File: src/rtl/karatsuba_mult.sv
// Multi-cycle unsigned N x N Karatsuba multiplier.
// A single (H+1)x(H+1) multiplier and a single 2N-bit adder/subtractor are
// time-shared across the S0..S4 states.
module karatsuba_mult #(
  parameter int unsigned N = 8
) (
  input  logic           clk,
  input  logic           rst,
  input  logic           start,
  input  logic [N-1:0]   X,
  input  logic [N-1:0]   Y,
  output logic           ready,
  output logic           done,
  output logic [2*N-1:0] R
);

  localparam int unsigned H  = N / 2;
  localparam int unsigned MW = H + 1;
  localparam int unsigned PW = N + 2;
  localparam int unsigned TW = N + 1;
  localparam int unsigned W2 = 2 * N;

  typedef enum logic [2:0] {
    IDLE = 3'd0,
    S0   = 3'd1,
    S1   = 3'd2,
    S2   = 3'd3,
    S3   = 3'd4,
    S4   = 3'd5,
    DONE = 3'd6
  } state_t;

  state_t         state_q, state_d;
  logic [N-1:0]   xr_q, xr_d, yr_q, yr_d;
  logic [N-1:0]   z0_q, z0_d, z2_q, z2_d;
  logic [MW-1:0]  sx_q, sx_d, sy_q, sy_d;
  logic [PW-1:0]  p_q, p_d;
  logic [TW-1:0]  t_q, t_d, z1_q, z1_d;
  logic [W2-1:0]  rr_q, rr_d;
  logic           ready_q, ready_d, done_q, done_d;

  logic [H-1:0]   xh, xl, yh, yl;
  logic [MW-1:0]  mul_a, mul_b;
  logic [PW-1:0]  mul_p;
  logic [W2-1:0]  add_a, add_b, add_s;
  logic           add_sub;

  assign xh = xr_q[N-1:H];
  assign xl = xr_q[H-1:0];
  assign yh = yr_q[N-1:H];
  assign yl = yr_q[H-1:0];

  // Shared arithmetic units.
  assign mul_p = PW'(mul_a) * PW'(mul_b);
  assign add_s = add_sub ? (add_a - add_b) : (add_a + add_b);

  // Operand muxes for the shared multiplier and adder/subtractor.
  always_comb begin
    mul_a   = '0;
    mul_b   = '0;
    add_a   = '0;
    add_b   = '0;
    add_sub = 1'b0;
    case (state_q)
      S0: begin
        mul_a = MW'(xl);
        mul_b = MW'(yl);
        add_a = W2'(xh);
        add_b = W2'(xl);
      end
      S1: begin
        mul_a = MW'(xh);
        mul_b = MW'(yh);
        add_a = W2'(yh);
        add_b = W2'(yl);
      end
      S2: begin
        mul_a = sx_q;
        mul_b = sy_q;
        add_a = W2'(z2_q);
        add_b = W2'(z0_q);
      end
      S3: begin
        add_a   = W2'(p_q);
        add_b   = W2'(t_q);
        add_sub = 1'b1;
      end
      S4: begin
        add_a = {z2_q, z0_q};
        add_b = W2'(z1_q) << H;
      end
      default: ;
    endcase
  end

  // Next-state and register-update logic.
  always_comb begin
    state_d = state_q;
    xr_d    = xr_q;
    yr_d    = yr_q;
    z0_d    = z0_q;
    z2_d    = z2_q;
    sx_d    = sx_q;
    sy_d    = sy_q;
    p_d     = p_q;
    t_d     = t_q;
    z1_d    = z1_q;
    rr_d    = rr_q;
    case (state_q)
      IDLE: begin
        if (start) begin
          xr_d    = X;
          yr_d    = Y;
          state_d = S0;
        end
      end
      S0: begin
        z0_d    = N'(mul_p);
        sx_d    = MW'(add_s);
        state_d = S1;
      end
      S1: begin
        z2_d    = N'(mul_p);
        sy_d    = MW'(add_s);
        state_d = S2;
      end
      S2: begin
        p_d     = mul_p;
        t_d     = TW'(add_s);
        state_d = S3;
      end
      S3: begin
        z1_d    = TW'(add_s);
        state_d = S4;
      end
      S4: begin
        rr_d    = add_s;
        state_d = DONE;
      end
      DONE:    state_d = IDLE;
      default: state_d = IDLE;
    endcase
    ready_d = (state_d == IDLE);
    done_d  = (state_d == DONE);
  end

  // State and datapath registers.
  always_ff @(posedge clk or negedge rst) begin
    if (!rst) begin
      state_q <= IDLE;
      xr_q    <= '0;
      yr_q    <= '0;
      z0_q    <= '0;
      z2_q    <= '0;
      sx_q    <= '0;
      sy_q    <= '0;
      p_q     <= '0;
      t_q     <= '0;
      z1_q    <= '0;
      rr_q    <= '0;
      ready_q <= 1'b1;
      done_q  <= 1'b0;
    end else begin
      state_q <= state_d;
      xr_q    <= xr_d;
      yr_q    <= yr_d;
      z0_q    <= z0_d;
      z2_q    <= z2_d;
      sx_q    <= sx_d;
      sy_q    <= sy_d;
      p_q     <= p_d;
      t_q     <= t_d;
      z1_q    <= z1_d;
      rr_q    <= rr_d;
      ready_q <= ready_d;
      done_q  <= done_d;
    end
  end

  assign ready = ready_q;
  assign done  = done_q;
  assign R     = rr_q;

endmodule

File: config.mk
export PLATFORM = sky130hd
export DESIGN_NAME = karatsuba_mult
export DESIGN_NICKNAME = d
export VERILOG_FILES = /design/src/rtl/karatsuba_mult.sv
export SDC_FILE = /design/constraint.sdc
export NUM_CORES = 1
export LEC_CHECK = 0
export CAP_MARGIN = 10
export CORE_UTILIZATION = 55
export CTS_BUF_LIST = sky130_fd_sc_hd__clkbuf_8
export CTS_CLUSTER_SIZE = 28
export DETAILED_ROUTE_END_ITERATION = 16
export GPL_ROUTABILITY_DRIVEN = 0
export PLACE_DENSITY = 0.81
export SLEW_MARGIN = 20
export SYNTH_ARGS = -nofsm -noshare
export SYNTH_HDL_FRONTEND = slang
export SYNTH_SLANG_ARGS = --single-unit
File: constraint.sdc
create_clock -name clk -period 5.35 [get_ports clk]
set_input_delay 1.3375 -clock clk [delete_from_list [all_inputs] [get_ports clk]]
set_output_delay 1.3375 -clock clk [all_outputs]
set_load 0.01 [all_outputs]
==> Word-level counts from Yosys, hierarchy flattened <==
Cells that the tools add are included.
{ "totals": {"inputBits": 19, "out_inout_bits": 18, "ff_bits": 91, "word_cells": 33} }
{ "op_classes": {"n_mux": 8, "n_addsub": 2, "n_mul": 1, "n_eq_ne": 6, "reduce_logical": 3} }
{ "ops": {"columns": ["operator", "n"], "rows": [
  ["16-bit case mux with 5 select lines", 1],
  ["13-bit case mux with 5 select lines", 1],
  ["5-bit case mux with 3 select lines", 2],
  ["3-bit case mux with 6 select lines", 1],
  ["16-bit adder", 1],
  ["16-bit two-way mux", 1],
  ["16-bit subtractor", 1],
  ["5-bit by 5-bit multiplier with 10-bit output", 1],
  ["3-bit == test (second input constant)", 3],
  ["3-bit by 2-bit == test with 1-bit output (second input constant)", 2],
  ["3-bit logical NOT", 2],
  ["3-bit by 1-bit == test with 1-bit output (second input constant)", 1],
  ["3-bit two-way mux", 1],
  ["2-bit AND reduction", 1],
  ["1-bit two-way mux", 1]
]} }

==> Longest topological paths before layout <==
Gate-level depths: netlist (run 1).
{ "depth": {"ltp_word": 4, "mapped_depth": 22, "ltp_nobuf": 21} }

==> Worst setup path before layout (run 1) <==
Ideal clock, no wire load.
{ "synth_timing": {"kind": "reg2reg", "startpoint": "register state_q[0]", "endpoint": "register p_q[9]", "setup_time_ns": 0.133, "period_less_slack_ns": 4.855, "t_required_ns": 5.217, "slack_ns": 0.495, "path_buffers": 3, "path_stages_with_launch": 22, "arrival_time_ns": 4.722, "cell_sequence": "dfrtp_1 -> buf_6 -> buf_2 -> buf_4 -> nor2_1 -> a22o_1 -> nand2_1 -> nand2_1 -> o21ai_0 -> or2_2 -> fa_1 -> fa_1 -> fa_1 -> inv_1 -> ha_1 -> a21oi_1 -> nor2b_1 -> o21a_1 -> o22a_1 -> a21oi_1 -> xor2_1 -> o21ai_0"} }
{ "synth_between": {"elab_chain_len": 3, "word_cells_on_any_way": 6, "cone_classes": "mul (1); eq/ne (3); mux (2)"} }
{ "synth_rtl": {"columns": ["element", "line", "text"], "rows": [
  ["from (decl)", "33", "state_t state_q, state_d;"],
  ["from (signal assigned)", "164", "state_q <= state_d;"],
  ["3-bit by 2-bit == test with 1-bit output (tied with other cells)", "64, 109", null],
  ["5-bit case mux with 3 select lines", "64", "case (state_q)"],
  ["5-bit by 5-bit multiplier with 10-bit output", "54", "assign mul_p = PW'(mul_a) * PW'(mul_b);"],
  ["to (signal assigned)", "171", "p_q <= p_d;"],
  ["to (decl)", "37", "logic [PW-1:0] p_q, p_d;"]
]} }
Parallel ways exist; a longest one is shown, timed or not.
A chain may end at the register's enable or synchronous reset.

==> Worst setup path in the final report (run 1) <==
{ "layout_timing": {"startpoint": "register state_q[2]", "endpoint": "register p_q[9]"} }
The elaborated chain is that of the path after synthesis.

==> results.yml, run 1 <==
cts:
  postCtsHoldBufs: 0
  cts_inserted_buffers: 9
  worst_setup_hold_path_clk_slew_ns: 0.10
  numClockSinks: 91
  worst_skew_pair.late_latency_ns: 0.38
  max-clock-path-buffers: 2
  clock_tree.root_cell: "sky130_fd_sc_hd__clkbuf_8"
  htree_levels: 3
  tritoncts: "built"
yosys:
  synth_async_sr_flop_share_pct: 100
  synth_flop_cell: "sky130_fd_sc_hd__dfrtp_1"
  synth_edf_count: 0
  synth.ff_latch_count: 91
  synth.lib_cells_used.distinct: 57
  syn_area_per_cell_um2: 8.93
  synth-warning-count: 0
  syn-num-nets: 727
  post_synth_inst_count: 661
  seq_area_frac_synth_pct: 38.6
  mappedNetlistArea_um2: 5900
cells_and_area:
  area.growth.synth_to_final_pct: 11.7
  most_common_cell_after_layout_fill_and_taps_aside: "sky130_fd_sc_hd__nand2_1"
  insertedDiodeCount: 0
  fill_cells: 850
  final_cells: 832
  final_cell_mix: "122 x sky130_fd_sc_hd__nand2_1, 89 x sky130_fd_sc_hd__dfrtp_1, 79 x sky130_fd_sc_hd__o21ai_0, 54 x sky130_fd_sc_hd__nor2_1, 37 x sky130_fd_sc_hd__ha_1"
  nNetsFinal: 757
  drive_gt1_share_pct: 10.1
timing:
  setup_tns_ns: 0
  maximum_clock_skew_at_final_layout_ns: 0.0149
  timing.final.setup_violations: 0
  timing_worst_slew_pin_value_ns: 1.06
  slew-limit-headroom_pct: 29.2
  final-hold-violation-count: 0
  count_of_final_max_slew_check_failures: 0
  layout_setup_ws_ns: 0.367
  finalCriticalPeriod_ns: 4.98
  fmax_mhz: 201
  post-route-period-util_pct: 93.1
  unrepaired_setup_endpoints_after_global_routing: "false"
worst_setup_path:
  worst_ep_arrival_time_ns: 5.20
  endpoint_kind: "flip-flop"
  setup.worst_path.start_class: "flip-flop"
  worst-endpoint-required_ns: 5.57
  worstPathMaxFanout: 12
  timing_worst_setup_path_type: "flip-flop to flip-flop"
run:
  max_cap_violations: 0
grt:
  grt_start_max_net_pins: 50
  number_of_global_route_vias_before_repair: 4881
  grt-ovfl-total: 0
  globalRouteTotalUtil_pct: 27.8
  grt_first_pass_wirelength_um: 24000
  antenna_violations_before_repair: 0
hold_path:
  min-delay-path-class: "flip-flop to flip-flop"
die:
  pin_count: 37
  initial_utilization_pct: 56.9
  placementRows: 37
  floorplan.die.height_um: 106
  die_width_um: 106
  floorplan.core_area_um2: 10400
  die_area_um2: 11100
detailed_routing:
  vias_per_cell: 5.97
  detailedRoute.firstIterationViolations: 431
  drc_errors: 0
  detailroute.via_count: 4969
  average_wire_per_standard_cell_um: 17.2
  routed_wl_um: 14300
  drt_pass1_iterations: 5
  ant_nets: 0
placement:
  dp.cells: 816
  placement.io_buffers: 36
  place_ws_ns: 0.224
  post-dp-hpwl_um: 10800
run_status:
  outcome: "finished, final reports clean"
## cell type report
class,instances,area [µm²],share of cell area [%]
Multi-Input combinational cell,517,3400,51.6
Sequential cell,91,2280,34.6
Timing Repair Buffer,51,474,7.19
Tap cell,136,170,2.58
Clock buffer,9,124,1.88
Inverter,21,78.8,1.20
Clock inverter,7,63.8,0.968
## sequential cells by signal (all words and copies together), names as in the netlist
name     count
R           16
done         1
p_q         10
ready        1
state_q      3
sx_q         5
sy_q         5
t_q          9
xr_q         8
yr_q         8
z0_q         8
z1_q         9
z2_q         8
## metal layers
layer	routed length, µm	global-route usage, %	up-vias	part of all wire (%)
li1	-	-	2338	-
met1	5940	34.5	2359	41
met2	6880	47.7	230	48
met3	1000	4.89	42	7.0
met4	519	12.1	0	3.6
met5	0	0	-	0
## critical path: stages, from the launching register on
cell	delay, ns
sky130_fd_sc_hd__dfrtp_1	0.47
sky130_fd_sc_hd__buf_4	0.22
sky130_fd_sc_hd__and3b_1	0.28
sky130_fd_sc_hd__a22o_1	0.17
sky130_fd_sc_hd__nand2_1	0.07
sky130_fd_sc_hd__nand2_1	0.07
sky130_fd_sc_hd__o21ai_0	0.12
sky130_fd_sc_hd__buf_4	0.18
sky130_fd_sc_hd__or2_2	0.30
sky130_fd_sc_hd__fa_1	0.49
sky130_fd_sc_hd__fa_1	0.52
sky130_fd_sc_hd__fa_1	0.54
sky130_fd_sc_hd__inv_1	0.04
sky130_fd_sc_hd__ha_1	0.34
sky130_fd_sc_hd__a21oi_2	0.19
sky130_fd_sc_hd__nor2b_1	0.08
sky130_fd_sc_hd__o21a_1	0.18
sky130_fd_sc_hd__o22a_1	0.17
sky130_fd_sc_hd__a21oi_1	0.16
sky130_fd_sc_hd__xor2_1	0.16
sky130_fd_sc_hd__o21ai_0	0.09
## what timing repair did
item                                    4_1_cts  5_1_grt
buffers inserted                              0        0
gates resized for setup                       0        4
endpoints found under the setup margin        0        4
## worst paths after layout
check | from | endpoint | slack (ns) | depth (start not counted)
max in group asynchronous | rst | state_q[1]$_DFF_PN0_ | 3.39 | 2
worst min register to register | R[5]$_DFFE_PN0N_ | R[5]$_DFFE_PN0N_ | 0.49 | 2
worst min-delay path | R[5]$_DFFE_PN0N_ | R[5]$_DFFE_PN0N_ | 0.49 | 2
worst max register to register | state_q[2]$_DFF_PN0_ | p_q[9]$_DFFE_PN0N_ | 0.37 | 20
worst max-delay path | state_q[2]$_DFF_PN0_ | p_q[9]$_DFFE_PN0N_ | 0.37 | 20
min in group asynchronous | rst | R[5]$_DFFE_PN0N_ | 0.93 | 1
## per-stage QoR
| stage | area (µm²) | hold WS [ns] | util, % |
|---|---|---|---|
| 4_1_cts | 6580 | 0.489 | 63.5 |
| 2_1_floorplan | 5900 | 0.444 | - |
| 6_report | 6590 | 0.485 | 63.6 |
| 3_5_place_dp | 6390 | 0.468 | 61.7 |
| 5_1_grt | 6590 | 0.508 | 63.6 |
| 3_3_place_gp | 6390 | 0.459 | 61.7 |
## kinds of logic (layout without fill, tap and decap cells)
logic type	count (synthesis)	after routing	synth area share, %
adder cells (fa/ha/maj)	47	47	11.2
multiplexers	35	35	6.36
AO/OA/AOI/OAI	163	163	16.6
XOR/XNOR	27	27	4.01
buffers and inverters	53	88	3.97
AND/OR/NAND/NOR	245	245	19.2
flip-flops	91	91	38.6
## Yosys cell counts, types with 5 or more instances
cell type,number,area share [%]
sky130_fd_sc_hd__a21o_1,7,0.89
sky130_fd_sc_hd__inv_1,21,1.3
sky130_fd_sc_hd__buf_2,7,0.59
sky130_fd_sc_hd__a22oi_1,8,1.0
sky130_fd_sc_hd__fa_1,10,3.4
sky130_fd_sc_hd__nor2b_1,8,0.85
sky130_fd_sc_hd__nor3_1,5,0.42
sky130_fd_sc_hd__clkbuf_1,19,1.2
sky130_fd_sc_hd__xnor2_1,13,1.9
sky130_fd_sc_hd__mux2i_1,15,2.5
sky130_fd_sc_hd__nand3b_1,7,0.89
sky130_fd_sc_hd__nand3_1,5,0.42
sky130_fd_sc_hd__ha_1,37,7.8
sky130_fd_sc_hd__o21bai_1,6,0.76
sky130_fd_sc_hd__nor2_1,54,3.4
sky130_fd_sc_hd__or3_1,5,0.53
sky130_fd_sc_hd__nand2b_1,12,1.3
sky130_fd_sc_hd__xor2_1,14,2.1
sky130_fd_sc_hd__mux2_2,20,3.8
sky130_fd_sc_hd__o21ai_0,79,6.7
sky130_fd_sc_hd__a21oi_1,34,2.9
sky130_fd_sc_hd__or2_2,8,0.85
sky130_fd_sc_hd__dfrtp_1,90,38
sky130_fd_sc_hd__and3_1,5,0.53
sky130_fd_sc_hd__nand2_1,122,7.8
Power of run 1 is left out: the tool's default activity adds up to more than one toggle a clock period on the data nets, which glitch-free logic cannot reach.
==> run 2: changes to the inputs <==
--- a/config.mk
+++ b/config.mk
@@ -10,8 +10,10 @@
 export CTS_BUF_LIST = sky130_fd_sc_hd__clkbuf_8
 export CTS_CLUSTER_SIZE = 28
 export DETAILED_ROUTE_END_ITERATION = 16
+export DONT_BUFFER_PORTS = 1
 export GPL_ROUTABILITY_DRIVEN = 0
-export PLACE_DENSITY = 0.81
+export HOLD_SLACK_MARGIN = 0.02
+export PLACE_DENSITY = 0.76
 export SLEW_MARGIN = 20
 export SYNTH_ARGS = -nofsm -noshare
 export SYNTH_HDL_FRONTEND = slang
==> run 2 against run 1 <==
Routed wire length up 2.2%; largest cell class unchanged; clock-buffer cell count unchanged; critical path depth shrank 4; sequential share of layout area up 2.0 points; critical path type unchanged; non-clock buffer count down 36; die area is the same; fmax hardly changed; via count decreased by 2.7%; first-iteration DRC count down 9.7%; worst setup slack improved by 0.0020 ns; hold slack better by 0.00098 ns; clock skew up 0.0021 ns.
==> results.yml, run 2 (synthesized netlist as in run 1, its figures left out) <==
run_status:
  outcome: "finished, final reports clean"
timing:
  fmax_mhz: 201
  slew-limit-headroom_pct: 30.7
  timing_worst_slew_pin_value_ns: 1.03
  setup_tns_ns: 0
  unrepaired_setup_endpoints_after_global_routing: "false"
  post-route-period-util_pct: 93.1
  timing.final.setup_violations: 0
  final-hold-violation-count: 0
  finalCriticalPeriod_ns: 4.98
  count_of_final_max_slew_check_failures: 0
  maximum_clock_skew_at_final_layout_ns: 0.0170
worst_setup_path:
  slowest_delay_ns: 0.58
  worstPathMaxFanout: 26
  worstSetupStartpoint: "state_q[1]$_DFF_PN0_"
  crit-reg2reg-launch: "state_q[1]$_DFF_PN0_"
  crit_path_end: "p_q[9]$_DFFE_PN0N_"
  worstSetupPathDepth: 16
  timing.critical_path.buf_inv: 2
  cp_common_cell: "sky130_fd_sc_hd__fa_1"
  r2r.worst_path.cells: 16
  worst_r2r_endpoint: "p_q[9]$_DFFE_PN0N_"
  critPathTopFamily: "adder cells"
  endpoint_kind: "flip-flop"
  timing_worst_setup_path_type: "flip-flop to flip-flop"
  reg2reg_slack_ns: 0.37
  crit_slowest_cell: "sky130_fd_sc_hd__dfrtp_1"
  worst_ep_arrival_time_ns: 5.19
  critical_path.cell_chain: "and3b_1 > buf_4 > o211ai_1 > or3_1 > fa_1 > fa_1 > fa_1 > inv_1 > ha_1 > a21oi_1 > nor2b_1 > o21a_1 > o22a_1 > a21oi_1 > xor2_1 > o21ai_0"
  setup.worst_path.start_class: "flip-flop"
  worst-endpoint-required_ns: 5.56
cells_and_area:
  final_cell_mix: "122 x sky130_fd_sc_hd__nand2_1, 90 x sky130_fd_sc_hd__dfrtp_1, 79 x sky130_fd_sc_hd__o21ai_0, 54 x sky130_fd_sc_hd__nor2_1, 37 x sky130_fd_sc_hd__ha_1"
  largest_reg_flops: 16
  nNetsFinal: 721
  area.growth.synth_to_final_pct: 5.68
  drive_gt1_share_pct: 10.3
  insertedDiodeCount: 0
  most_common_cell_after_layout_fill_and_taps_aside: "sky130_fd_sc_hd__nand2_1"
grt:
  grt_first_pass_wirelength_um: 24200
  globalRouteTotalUtil_pct: 28.0
  grt-ovfl-total: 0
  grt_start_max_net_pins: 92
  most_used_layer_global_route: "met2"
  global_route.usage.met3_pct: 6.25
  antenna_violations_before_repair: 0
  use_met1_pct: 35.3
  use_met2_pct: 46.5
  number_of_global_route_vias_before_repair: 4832
cts:
  max-clock-path-buffers: 2
  clock_tree.root_cell: "sky130_fd_sc_hd__clkbuf_8"
  post_cts_buffers: 0
  numClockSinks: 91
  htree_levels: 3
  tritoncts: "built"
  worst_setup_hold_path_clk_slew_ns: 0.10
  cts_inserted_buffers: 9
  worst_skew_pair.late_latency_ns: 0.38
placement:
  post-dp-hpwl_um: 10900
  placement.io_buffers: 0
run:
  max_cap_violations: 0
detailed_routing:
  average_wire_per_standard_cell_um: 18.4
  ant_nets: 0
  drt_pass1_iterations: 5
  detailroute.via_count: 4833
  vias_per_cell: 6.07
  drc_errors: 0
  detailedRoute.firstIterationViolations: 389
  routed_wl_um: 14700
die:
  die_width_um: 106
  die_area_um2: 11100
  floorplan.die.height_um: 106
  placementRows: 37
  initial_utilization_pct: 56.9
  floorplan.core_area_um2: 10400
  pin_count: 37
hold_path:
  worst_hold_path.num_cells: 2
  min-delay-path-class: "flip-flop to flip-flop"
## run 2: through the flow
| stage | hold WS, ns | instance area [µm²] | utilization, % | std cells | setup slack (ns) |
|---|---|---|---|---|---|
| 3_3_place_gp | 0.458 | 6040 | 58.2 | 780 | 0.590 |
| 4_1_cts | 0.485 | 6240 | 60.1 | 796 | 0.366 |
| 3_5_place_dp | 0.463 | 6040 | 58.2 | 780 | 0.422 |
| 5_1_grt | 0.519 | 6240 | 60.1 | 796 | 0.0298 |
| 6_report | 0.486 | 6240 | 60.1 | 796 | 0.369 |
| 2_1_floorplan | 0.444 | 5900 | - | 661 | 0.495 |
## run 2: worst min-delay path by stage
| stage | end | from |
|---|---|---|
| after floorplan | sy_q[0]$_DFFE_PN0N_ | sy_q[0]$_DFFE_PN0N_ |
| after global placement | p_q[1]$_DFFE_PN0N_ | p_q[1]$_DFFE_PN0N_ |
| after detailed placement | p_q[1]$_DFFE_PN0N_ | p_q[1]$_DFFE_PN0N_ |
| after CTS | p_q[1]$_DFFE_PN0N_ | p_q[1]$_DFFE_PN0N_ |
| after global routing | p_q[3]$_DFFE_PN0N_ | p_q[3]$_DFFE_PN0N_ |
| final | p_q[1]$_DFFE_PN0N_ | p_q[1]$_DFFE_PN0N_ |
## run 2: per-layer routing
| metal | wire [µm] | up-vias |
|---|---|---|
| li1 | - | 2258 |
| met1 | 6180 | 2347 |
| met2 | 7030 | 186 |
| met3 | 921 | 42 |
| met4 | 523 | 0 |
| met5 | 0 | - |
## run 2: what timing repair did
item	4_1_cts	5_1_grt
endpoints found under the setup margin	0	1
hold buffers	0	0
gates resized for setup	0	1
## run 2: layout make-up
| type | count | area, µm² |
|---|---|---|
| Sequential cell | 91 | 2280 |
| Multi-Input combinational cell | 517 | 3400 |
| Tap cell | 136 | 170 |
| Fill cell | 893 | 4130 |
| Timing Repair Buffer | 15 | 113 |
| Clock buffer | 9 | 124 |
| Clock inverter | 7 | 75.1 |
| Inverter | 21 | 78.8 |
## run 2: worst register-to-register path: stages, from the launching register on
cell,delay (ns)
sky130_fd_sc_hd__dfrtp_1,0.58
sky130_fd_sc_hd__and3b_1,0.24
sky130_fd_sc_hd__buf_4,0.31
sky130_fd_sc_hd__o211ai_1,0.25
sky130_fd_sc_hd__or3_1,0.39
sky130_fd_sc_hd__fa_1,0.54
sky130_fd_sc_hd__fa_1,0.52
sky130_fd_sc_hd__fa_1,0.54
sky130_fd_sc_hd__inv_1,0.04
sky130_fd_sc_hd__ha_1,0.33
sky130_fd_sc_hd__a21oi_1,0.25
sky130_fd_sc_hd__nor2b_1,0.09
sky130_fd_sc_hd__o21a_1,0.19
sky130_fd_sc_hd__o22a_1,0.17
sky130_fd_sc_hd__a21oi_1,0.16
sky130_fd_sc_hd__xor2_1,0.14
sky130_fd_sc_hd__o21ai_0,0.08
Power of run 2 is left out for the same reason.
==> run 3: changes to the inputs <==
--- a/config.mk
+++ b/config.mk
@@ -14,6 +14,7 @@
 export GPL_ROUTABILITY_DRIVEN = 0
 export HOLD_SLACK_MARGIN = 0.02
 export PLACE_DENSITY = 0.76
+export SKIP_CTS_REPAIR_TIMING = 1
 export SLEW_MARGIN = 20
 export SYNTH_ARGS = -nofsm -noshare
 export SYNTH_HDL_FRONTEND = slang
==> results of run 3 <==
The final DEF is identical to that of run 2; final timing and power are the same.
Power of run 3 is left out for the same reason.
